## config.mk

```make
export PLATFORM = sky130hd
export DESIGN_NAME = apb_master
export DESIGN_NICKNAME = d
export VERILOG_FILES = /design/src/rtl/apb_pkg.sv /design/src/rtl/apb_addr_decode.sv /design/src/rtl/apb_master.sv
export SDC_FILE = /design/constraint.sdc
export NUM_CORES = 1
export LEC_CHECK = 0
export CORE_UTILIZATION = 39
export DETAILED_ROUTE_END_ITERATION = 8
export GPL_TIMING_DRIVEN = 0
export PLACE_DENSITY = 0.78
export SLEW_MARGIN = 20
export SYNTH_ARGS = -nofsm -noshare
export SYNTH_HDL_FRONTEND = slang
export SYNTH_SLANG_ARGS = --single-unit
```

## constraint.sdc

```tcl
create_clock -name PCLK -period 2 [get_ports PCLK]
set_input_delay 0.2 -clock PCLK [delete_from_list [all_inputs] [get_ports PCLK]]
set_output_delay 0.2 -clock PCLK [all_outputs]
set_load 0.01 [all_outputs]
```

## src/rtl/apb_pkg.sv

```systemverilog
// Shared types and constants for the APB master: FSM states, slave decode codes, timeout counter width.
package apb_pkg;

  typedef enum logic [1:0] {
    IDLE   = 2'd0,
    SETUP  = 2'd1,
    ACCESS = 2'd2,
    ERR    = 2'd3
  } state_e;

  localparam logic [1:0] SLV1 = 2'b00;
  localparam logic [1:0] SLV2 = 2'b01;

  localparam int TO_CNT_W = 8;

endpackage

```

## src/rtl/apb_addr_decode.sv

```systemverilog
// Combinational slave decode from the top two address bits (addr[7:6]).
module apb_addr_decode
  import apb_pkg::*;
(
  input  logic [1:0] region_i,
  output logic       sel1_o,
  output logic       sel2_o,
  output logic       unmapped_o
);

  assign sel1_o     = (region_i == SLV1);
  assign sel2_o     = (region_i == SLV2);
  assign unmapped_o = region_i[1];

endmodule

```

## src/rtl/apb_master.sv

```systemverilog
// Two-slave APB master with back-to-back transfers and error completion for unmapped addresses.
// Define APB_MASTER_TIMEOUT_EN to abort ACCESS phases that exceed TIMEOUT_CYCLES.
module apb_master
  import apb_pkg::*;
#(
  parameter int ADDR_W         = 8,
  parameter int DATA_W         = 8,
  parameter int TIMEOUT_CYCLES = 15
) (
  input  logic              PCLK,
  input  logic              PRESET,
  input  logic              req,
  input  logic              wr,
  input  logic [ADDR_W-1:0] addr,
  input  logic [DATA_W-1:0] wdata,
  output logic              ready,
  output logic              done,
  output logic              err,
  output logic [DATA_W-1:0] rdata,
  output logic              PSEL1,
  output logic              PSEL2,
  output logic              PENABLE,
  output logic              PWRITE,
  output logic [ADDR_W-1:0] PADDR,
  output logic [DATA_W-1:0] PWDATA,
  input  logic [DATA_W-1:0] PRDATA1,
  input  logic [DATA_W-1:0] PRDATA2,
  input  logic              PREADY1,
  input  logic              PREADY2
);

  // Decode uses addr[7:6], and the timeout limit must fit the counter.
  if (ADDR_W < 8 || TIMEOUT_CYCLES < 1 || TIMEOUT_CYCLES >= (1 << TO_CNT_W)) begin : g_param_check
    $error("apb_master: ADDR_W must be >= 8 and TIMEOUT_CYCLES must fit in TO_CNT_W bits");
  end

  state_e            state_q;
  logic              psel1_q, psel2_q, penable_q, pwrite_q;
  logic              done_q, err_q;
  logic [ADDR_W-1:0] paddr_q;
  logic [DATA_W-1:0] pwdata_q, rdata_q;

  logic              sel1, sel2, unmapped;
  logic              sel_pready, accept;
  logic [DATA_W-1:0] sel_prdata;

`ifdef APB_MASTER_TIMEOUT_EN
  logic [TO_CNT_W-1:0] cnt_q;
`endif

  apb_addr_decode u_decode (
    .region_i  (addr[7:6]),
    .sel1_o    (sel1),
    .sel2_o    (sel2),
    .unmapped_o(unmapped)
  );

  // Only the selected slave's handshake matters; the other one is ignored.
  assign sel_pready = psel1_q ? PREADY1 : PREADY2;
  assign sel_prdata = psel1_q ? PRDATA1 : PRDATA2;

  assign ready  = (state_q == IDLE) || ((state_q == ACCESS) && sel_pready);
  assign accept = req && ready;

  always_ff @(posedge PCLK or posedge PRESET) begin
    if (PRESET) begin
      state_q   <= IDLE;
      psel1_q   <= 1'b0;
      psel2_q   <= 1'b0;
      penable_q <= 1'b0;
      pwrite_q  <= 1'b0;
      paddr_q   <= '0;
      pwdata_q  <= '0;
      rdata_q   <= '0;
      done_q    <= 1'b0;
      err_q     <= 1'b0;
`ifdef APB_MASTER_TIMEOUT_EN
      cnt_q     <= '0;
`endif
    end else begin
      done_q <= 1'b0;
      err_q  <= 1'b0;
      case (state_q)
        IDLE: ;
        SETUP: begin
          penable_q <= 1'b1;
          state_q   <= ACCESS;
        end
        ACCESS: begin
          if (sel_pready) begin
            done_q    <= 1'b1;
            if (!pwrite_q) rdata_q <= sel_prdata;
            psel1_q   <= 1'b0;
            psel2_q   <= 1'b0;
            penable_q <= 1'b0;
            state_q   <= IDLE;
          end
`ifdef APB_MASTER_TIMEOUT_EN
          else if (cnt_q == TO_CNT_W'(TIMEOUT_CYCLES - 1)) begin
            done_q    <= 1'b1;
            err_q     <= 1'b1;
            psel1_q   <= 1'b0;
            psel2_q   <= 1'b0;
            penable_q <= 1'b0;
            state_q   <= IDLE;
          end else begin
            cnt_q <= cnt_q + 1'b1;
          end
`endif
        end
        ERR: begin
          done_q  <= 1'b1;
          err_q   <= 1'b1;
          state_q <= IDLE;
        end
        default: state_q <= IDLE;
      endcase

      // An accepted request overrides the IDLE return above, giving back-to-back transfers.
      if (accept) begin
        pwrite_q  <= wr;
        paddr_q   <= addr;
        pwdata_q  <= wdata;
        psel1_q   <= sel1;
        psel2_q   <= sel2;
        penable_q <= 1'b0;
        state_q   <= unmapped ? ERR : SETUP;
`ifdef APB_MASTER_TIMEOUT_EN
        cnt_q     <= '0;
`endif
      end
    end
  end

  assign done    = done_q;
  assign err     = err_q;
  assign rdata   = rdata_q;
  assign PSEL1   = psel1_q;
  assign PSEL2   = psel2_q;
  assign PENABLE = penable_q;
  assign PWRITE  = pwrite_q;
  assign PADDR   = paddr_q;
  assign PWDATA  = pwdata_q;

endmodule
```

==> results of run 1 <==
state kept, by name, indices dropped and copies added, names as in the netlist:
signal / cells
PWDATA: 8
PWRITE: 1
done: 1
PADDR: 8
PENABLE: 1
rdata: 8
state_q: 2
err: 1
PSEL1: 1
PSEL2: 1
power by group through the flow:
stage	registers (W)	logic, W	clock network, W
floorplan	0.00115	0.000476	0
detailed placement	0.00105	0.00125	0
finish	0.00103	0.00125	0.000539
global route	0.00106	0.00134	0.000586
global placement	0.00103	0.00123	0
CTS	0.00104	0.00127	0.000557
cell families (layout without fill, tap and decap cells):
group / Yosys count / in the layout
compound gates: 11 / 11
buf+inv: 9 / 85
flops: 32 / 32
mux: 35 / 35
simple gates: 8 / 8
worst max-delay path, delay by kind of cell, from the launching register on:
| family | cells | cell delay, ns |
|---|---|---|
| mux | 2 | 0.51 |
| simple gates | 1 | 0.48 |
| flops | 1 | 0.39 |
| buf+inv | 2 | 0.36 |
cell usage after synthesis (all sizes together):
library cell   n  area, um^2
nand2b         2       12.51
a21boi         1       7.510
or4b           1       10.01
and2           1       6.260
o21ai          2       10.01
nor2           2       7.510
inv            3       11.26
mux2          33       401.6
mux2i          2       20.02
a211oi         1       7.510
nor2b          1       6.260
nand2          1       3.750
a21oi          5       25.02
dfrtp         32       800.8
a21bo          1       10.01
clkbuf         2       7.510
o2bb2ai        1       8.760
buf            4       28.78
layer usage:
layer | share of wire [%] | vias up | wire [um] | GRT usage (%)
met2 | 49 | 53 | 1471 | 28.88
met3 | 11 | 5 | 315 | 9.454
met5 | 0 | - | 0 | 0
li1 | - | 481 | - | -
met4 | 1.2 | 0 | 37 | 6.667
met1 | 39 | 492 | 1150 | 17.18
through the flow:
step           worst slack (ns)  cells
6_report                 0.1449    217
5_1_grt                 0.09786    217
4_1_cts                  0.1336    217
3_5_place_dp            0.01540    209
3_3_place_gp            0.04604    209
2_1_floorplan            0.2120     95
final cells by class:
type	instances	share of cell area [%]
Buffer	6	1.625
Timing Repair Buffer	68	30.42
Inverter	3	0.5042
Clock buffer	7	2.913
Sequential cell	32	35.85
Clock inverter	1	1.345
Multi-Input combinational cell	54	24.76
Tap cell	46	2.577
final timing paths:
| kind | from | end | slack (ns) |
|---|---|---|---|
| setup / recovery | PSEL1$_DFFE_PP0P_ | rdata[7]$_DFFE_PP0P_ | 0.14 |
| hold / removal | PRESET | PWDATA[7]$_DFFE_PP0P_ | 0.27 |
| setup reg to reg | PSEL1$_DFFE_PP0P_ | rdata[7]$_DFFE_PP0P_ | 0.14 |
| hold reg to reg | PADDR[1]$_DFFE_PP0P_ | PADDR[1]$_DFFE_PP0P_ | 0.51 |
| max in group asynchronous | PRESET | rdata[3]$_DFFE_PP0P_ | 1.31 |
| min in group PCLK | wr | PWRITE$_DFFE_PP0P_ | 0.48 |
==> impl_metrics.ini, run 1 <==
[sta]
tightestPinTransition_ns = 0.6373
grt_setup_unrepaired = no
clock.fmax_mhz = 539.0
setup_viol = 0
period_needed_ns = 1.855
maxSlewViolCount = 0
slew_headroom_pct = 57.45
hold_violations = 0
setup_tns_ns = 0
period_share_pct = 92.76
hold_ws_ns = 0.2662
finClkSkew_ns = 0.005622

[floorplanning]
initial_core_util_pct = 41.18
core-area_um2 = 3363
fp.dieH_um = 61.60
rows = 21
die-area_um2 = 3794
num_io_pins = 69
die_w_um = 61.60

[cts]
cts_sinks = 32
clk_latency_ns = 0.33
path_clk_slew_ns = 0.09
cts_resized = 4
clk_path_buf_depth = 2
cts_setup_buffers = 0
hold_buffers = 0
cts-buffers-inserted = 5
htreeDepth = 2
cts_tree = yes
root_buffer = clkbuf_4

[grt]
grt_pass1_vias = 1057
antenna_found_initial = 0
track_usage_pct = 16.93
overflow = 0
grt_max_degree = 33
grt_first_pass_wirelength_um = 4457

[finish]
seq_area_um2 = 800.8
layout_common_cells = clkdlybuf4s50_1 (67), dfrtp_1 (32), mux2_2 (25), mux2_4 (8), clkbuf_4 (5)
fill_cells = 283
post-route-util_pct = 66.41
stdcell_area_um2 = 2233
multiInputGateArea_um2 = 553.0
diodes = 0
final_common_cell = clkdlybuf4s50_1
syn2layout_area_growth_pct = 61.25
nNetsFinal = 208
layout-drive-gt1-share_pct = 28.65

[status]
status = finished, final reports clean

[route]
vias_per_cell = 4.751
first_pass_iters = 4
wl_per_cell_um = 13.71
drt_wl_total_um = 2974
vias = 1031
drt_iter0_drc = 22
detail-route-antenna-nets = 0
drc = 0

[yosys]
syn-num-nets = 133
synth_top_family_by_area = multiplexers
ys_seq_area_share_pct = 57.81
synth_compound_area_share_pct = 4.968
netlist_instances = 95
synth_seq_cells = 32
yosysWarnings = 0
synthDistinctLibCells = 21
synth-simple-area-share_pct = 3.342
synthXorXnorAreaFrac_pct = 0
yosys.area_share.adder_pct = 0
synth.avg_cell_area_um2 = 14.58
synth_mux_area_share_pct = 30.44
syn-cell-area_um2 = 1385

[pwr]
max-vdd-ir-drop_mv = 0.7084
swShare_pct = 27.52
pwr-share-comb_pct = 44.4
leakage_nw = 0.9488
total_power_w = 0.002825
p_sw_w = 0.0007774
power-per-cell-area_nw_per_um2 = 1265
seq_power_share_pct = 36.5
p_int_w = 0.002048
p_clk_share_pct = 19.1

[critical_path]
rr_worst_depth = 5
critical_path_class = reg -> reg
cp.arrival_ns = 2.07
start_kind = flip-flop
critical_path_required_ns = 2.21
slowest_delay_ns = 0.48
critPathCaptureType = flip-flop
critPathMaxFanout = 10
critPathSlowestCell = or4b_1
crit_chain = buf_6 -> mux2i_4 -> or4b_1 -> buf_4 -> mux2_4

[place]
placed_area_um2 = 2123
port_buffers = 68
hpwlAfterDp_um = 2192
place_congestion = 0.7356

[job]
max_cap_viol_count = 0

[min_path]
min_path_type = in -> async
No activity file was read; power rests on OpenSTA's default activity.
==> run 2: changes to the inputs <==
--- a/config.mk
+++ b/config.mk
@@ -9,7 +9,7 @@
 export DETAILED_ROUTE_END_ITERATION = 8
 export GPL_TIMING_DRIVEN = 0
 export PLACE_DENSITY = 0.78
-export SLEW_MARGIN = 20
+export SLEW_MARGIN = 5
 export SYNTH_ARGS = -nofsm -noshare
 export SYNTH_HDL_FRONTEND = slang
 export SYNTH_SLANG_ARGS = --single-unit
==> run 2 against run 1 <==
Against the previous run: sequential power about the same; critical endpoint unchanged; routed wire length unchanged; die area unchanged; core utilization unchanged.
==> impl_metrics.ini, run 2 (same netlist as run 1, synthesis figures left out) <==
[floorplanning]
die-area_um2 = 3794
num_io_pins = 69
core-area_um2 = 3363
rows = 21
die_w_um = 61.60
initial_core_util_pct = 41.18
fp.dieH_um = 61.60

[route]
first_pass_iters = 4
drt_iter0_drc = 22
vias_per_cell = 4.751
wl_met1_um = 1150
wl_met2_um = 1471
vias = 1031
drt_wl_total_um = 2974
highest_layer = met4
drc = 0
wl_per_cell_um = 13.71
route.met3.wl_um = 315
detail-route-antenna-nets = 0

[finish]
syn2layout_area_growth_pct = 61.25
layout_common_cells = clkdlybuf4s50_1 (67), dfrtp_1 (32), mux2_2 (25), mux2_4 (8), clkbuf_4 (5)
nNetsFinal = 208
post-route-util_pct = 66.41
final_cells = 217
layout-drive-gt1-share_pct = 28.07
final_common_cell = clkdlybuf4s50_1
fill_cells = 283
diodes = 0

[pwr]
p_int_w = 0.002048
p_sw_w = 0.0007773
max-vdd-ir-drop_mv = 0.7084
power-per-cell-area_nw_per_um2 = 1265
pwr-share-comb_pct = 44.4
p_clk_share_pct = 19.1
leakage_nw = 0.9461
swShare_pct = 27.51
seq_power_share_pct = 36.5

[sta]
period_needed_ns = 1.855
clock.fmax_mhz = 539.0
slew_headroom_pct = 26.63
setup_viol = 0
maxSlewViolCount = 0
tightestPinTransition_ns = 1.094
hold_violations = 0
setup_tns_ns = 0
grt_setup_unrepaired = no
period_share_pct = 92.76
hold_ws_ns = 0.3077
finClkSkew_ns = 0.005622

[critical_path]
rr_worst_depth = 5
start_kind = flip-flop
r2r-end = rdata[7]$_DFFE_PP0P_
critical_path_required_ns = 2.21
reg2reg_slack_ns = 0.14
r2r-start = PSEL1$_DFFE_PP0P_
critPathMaxFanout = 10
critPathCaptureType = flip-flop
critical_path_class = reg -> reg
cp.arrival_ns = 2.07

[cts]
cts_tree = yes
cts_setup_buffers = 0
cts_resized = 4
root_buffer = clkbuf_4
cts_sinks = 32
hold_buffers = 0
clk_latency_ns = 0.33
cts-buffers-inserted = 5
clk_path_buf_depth = 2
path_clk_slew_ns = 0.09
htreeDepth = 2

[place]
placedCellCount = 209
port_buffers = 68
hpwlAfterDp_um = 2193
place_congestion = 0.7356

[job]
max_cap_viol_count = 0

[grt]
grt_max_degree = 33
antenna_found_initial = 0
grt_pass1_vias = 1057
overflow = 0
grt_first_pass_wirelength_um = 4457
track_usage_pct = 16.93

[min_path]
min_path_type = in -> async

[status]
status = finished, final reports clean
-- run 2: changes by cell type in the layout (fill, tap and decap cells not counted), sizes merged --
cell	before	now
clkinv	0	1
inv	3	2
-- run 2: routing by layer --
| layer | vias to the layer above | GRT usage [%] |
|---|---|---|
| met5 | - | 0 |
| li1 | 481 | - |
| met2 | 53 | 28.88 |
| met4 | 0 | 6.667 |
| met3 | 5 | 9.454 |
| met1 | 492 | 17.18 |
-- run 2: final cells by class --
type / count / area, um^2 / share of cell area (%)
clock buffer: 7 / 65.06 / 2.913
tap: 46 / 57.56 / 2.577
inverter: 3 / 11.26 / 0.5042
buffer: 6 / 36.28 / 1.625
sequential: 32 / 800.8 / 35.85
clock inverter: 1 / 30.03 / 1.345
multi-input combinational: 54 / 553.0 / 24.76
timing repair buffer: 68 / 679.4 / 30.42
-- run 2: power groups by stage --
stage	combinational [W]	sequential, W	clock [W]
global route	0.00134	0.00106	0.000586
CTS	0.00127	0.00104	0.000557
floorplan	0.000476	0.00115	0
detailed placement	0.00125	0.00105	0
finish	0.00125	0.00103	0.000539
global placement	0.00123	0.00103	0
-- run 2: how the worst max path moves through the flow --
stage,slack [ns],end,from
floorplan,0.21,rdata[0]$_DFFE_PP0P_,PSEL1$_DFFE_PP0P_
global placement,0.05,rdata[6]$_DFFE_PP0P_,PREADY1
detailed placement,0.02,rdata[6]$_DFFE_PP0P_,PREADY1
CTS,0.13,rdata[6]$_DFFE_PP0P_,PSEL1$_DFFE_PP0P_
global route,0.1,rdata[3]$_DFFE_PP0P_,PSEL1$_DFFE_PP0P_
finish,0.14,rdata[7]$_DFFE_PP0P_,PSEL1$_DFFE_PP0P_
-- run 2: per-stage QoR --
stage          total power [W]  instance area [um^2]  setup WS [ns]
2_1_floorplan         0.001629                  1385         0.2120
3_3_place_gp          0.002258                  2123        0.04604
3_5_place_dp          0.002299                  2123        0.01540
4_1_cts               0.002863                  2233         0.1336
5_1_grt               0.002988                  2233        0.09786
6_report              0.002825                  2233         0.1449
-- run 2: critical path, cell delays in order (launching register included) --
cell and delay, ns:
dfrtp_1 0.39, buf_6 0.16, mux2i_4 0.21, or4b_1 0.48
buf_4 0.20, mux2_4 0.30
==> run 3: changes to the inputs <==
==> constraint.sdc (replaced) <==
create_clock -name PCLK -period 1.76 [get_ports PCLK]
set_input_delay 0.176 -clock PCLK [delete_from_list [all_inputs] [get_ports PCLK]]
set_output_delay 0.176 -clock PCLK [all_outputs]
set_load 0.01 [all_outputs]
==> run 3 against run 2 <==
Against the previous run: critical endpoint is now rdata[2]$_DFFE_PP0P_; combinational power increased by 14%; non-clock buffer count increased by 1; highest routed layer unchanged; die area did not move; design area rose by 0.84%; count of clock-buffer cells in the layout stayed put; via count grew 1.7%; hold slack worse by 0.019 ns.
==> impl_metrics.ini, run 3 (same netlist as run 1, synthesis figures left out) <==
[status]
status = finished, final reports clean

[sta]
clock.fmax_mhz = 581.0
hold_violations = 0
slew_headroom_pct = 25.07
period_share_pct = 97.80
setup_viol = 0
tightestPinTransition_ns = 1.117
period_needed_ns = 1.721
grt_setup_unrepaired = no
finClkSkew_ns = 0.006120
maxSlewViolCount = 0

[floorplanning]
die-area_um2 = 3794
initial_core_util_pct = 41.18
core-area_um2 = 3363
rows = 21
die_w_um = 61.60
num_io_pins = 69
fp.dieH_um = 61.60

[route]
vias = 1049
detail-route-antenna-nets = 0
wl_per_cell_um = 14.59
vias_per_cell = 4.812
drt_iter0_drc = 37
drt_wl_total_um = 3180
drc = 0
first_pass_iters = 2

[cts]
path_clk_slew_ns = 0.10
hold_buffers = 0
cts-buffers-inserted = 5
cts_sinks = 32
clk_path_buf_depth = 2
root_buffer = clkbuf_4
htreeDepth = 2
clk_latency_ns = 0.33
cts_tree = yes

[grt]
track_usage_pct = 17.73
grt_max_degree = 33
met1_usage_pct = 20.03
antenna_found_initial = 0
grt_use_met3_pct = 7.563
top_usage_layer = met2
grt_first_pass_wirelength_um = 4595
overflow = 0
grt_pass1_vias = 1034
grtUsageMet2_pct = 27.96

[pwr]
pwr-share-comb_pct = 43.8
swShare_pct = 28.45
seq_power_share_pct = 36.9
max-vdd-ir-drop_mv = 0.7807
p_sw_w = 0.0009300
p_int_w = 0.002338
p_clk_share_pct = 19.3
leakage_nw = 0.9550
power-per-cell-area_nw_per_um2 = 1451

[critical_path]
critical_path_class = reg -> reg
rr_worst_depth = 3
r2r-start = PSEL1$_DFFE_PP0P_
reg2reg_slack_ns = 0.04
critPathMaxFanout = 8
r2r-end = rdata[2]$_DFFE_PP0P_
critPathCaptureType = flip-flop
start_kind = flip-flop
cp.arrival_ns = 1.94
critical_path_required_ns = 1.98

[place]
place_congestion = 0.7220
port_buffers = 68
hpwlAfterDp_um = 2307
placed_area_um2 = 2131

[finish]
final_common_cell = clkdlybuf4s50_1
stdcell_area_um2 = 2252
diodes = 0
layout-drive-gt1-share_pct = 30.81
layout_common_cells = clkdlybuf4s50_1 (67), dfrtp_1 (31), mux2_2 (25), mux2_4 (8)
syn2layout_area_growth_pct = 62.60
post-route-util_pct = 66.96
nNetsFinal = 209

[min_path]
min_path_type = in -> async

[job]
max_cap_viol_count = 0
run 3: power by group through the flow:
stage / Clock (W) / Combinational [W] / Sequential [W]
finish: 0.000631 / 0.00143 / 0.00121
global route: 0.000673 / 0.00153 / 0.00124
CTS: 0.000644 / 0.00148 / 0.00118
detailed placement: 0 / 0.00144 / 0.00120
global placement: 0 / 0.00141 / 0.00117
floorplan: 0 / 0.000548 / 0.00131
run 3: critical path, cell delays in order, from the launching register on:
cell,delay (ns)
dfrtp_2,0.46
mux2i_4,0.21
or4b_4,0.60
mux2_4,0.34
run 3: how the worst max path moves through the flow:
stage	start	endpoint	slack (ns)	depth (start not counted)
floorplan	PSEL1$_DFFE_PP0P_	rdata[0]$_DFFE_PP0P_	-0.02	5
global placement	PREADY1	rdata[6]$_DFFE_PP0P_	-0.14	5
detailed placement	PREADY1	rdata[0]$_DFFE_PP0P_	-0.13	5
CTS	PSEL1$_DFFE_PP0P_	rdata[1]$_DFFE_PP0P_	-0.06	5
global route	PSEL1$_DFFE_PP0P_	rdata[1]$_DFFE_PP0P_	0.01	3
finish	PSEL1$_DFFE_PP0P_	rdata[2]$_DFFE_PP0P_	0.04	3
run 3: cell type report:
type,instances,area [um^2]
Buffer,3,18.77
Multi-Input combinational cell,54,560.5
Tap cell,46,57.56
Fill cell,273,1111
Clock inverter,1,30.03
Timing Repair Buffer,72,706.9
Sequential cell,32,802.0
Clock buffer,7,65.06
Inverter,3,11.26
run 3: repair_timing:
item	CTS	global route
hold endpoints to repair	0	0
endpoints found under the setup margin	9	26
pin swaps	1	1
setup buffers	3	0
resized for setup	4	5
cloned	0	1
run 3: per-stage QoR:
stage	hold slack, ns	setup WS (ns)	TNS (ns)	power [W]	instances
global placement	0.4899	-0.1399	-1.119	0.002580	209
global route	0.3606	0.009837	0	0.003445	218
finish	0.2886	0.03877	0	0.003268	218
floorplan	0.2922	-0.01613	-0.1291	0.001858	95
detailed placement	0.4962	-0.1287	-1.018	0.002635	209
CTS	0.4354	-0.06374	-0.4906	0.003299	220
run 3: layer usage:
layer	part of all wire, %	up-vias
li1	-	483
met1	38	516
met2	52	43
met3	8.1	7
met4	1.7	0
met5	0	-
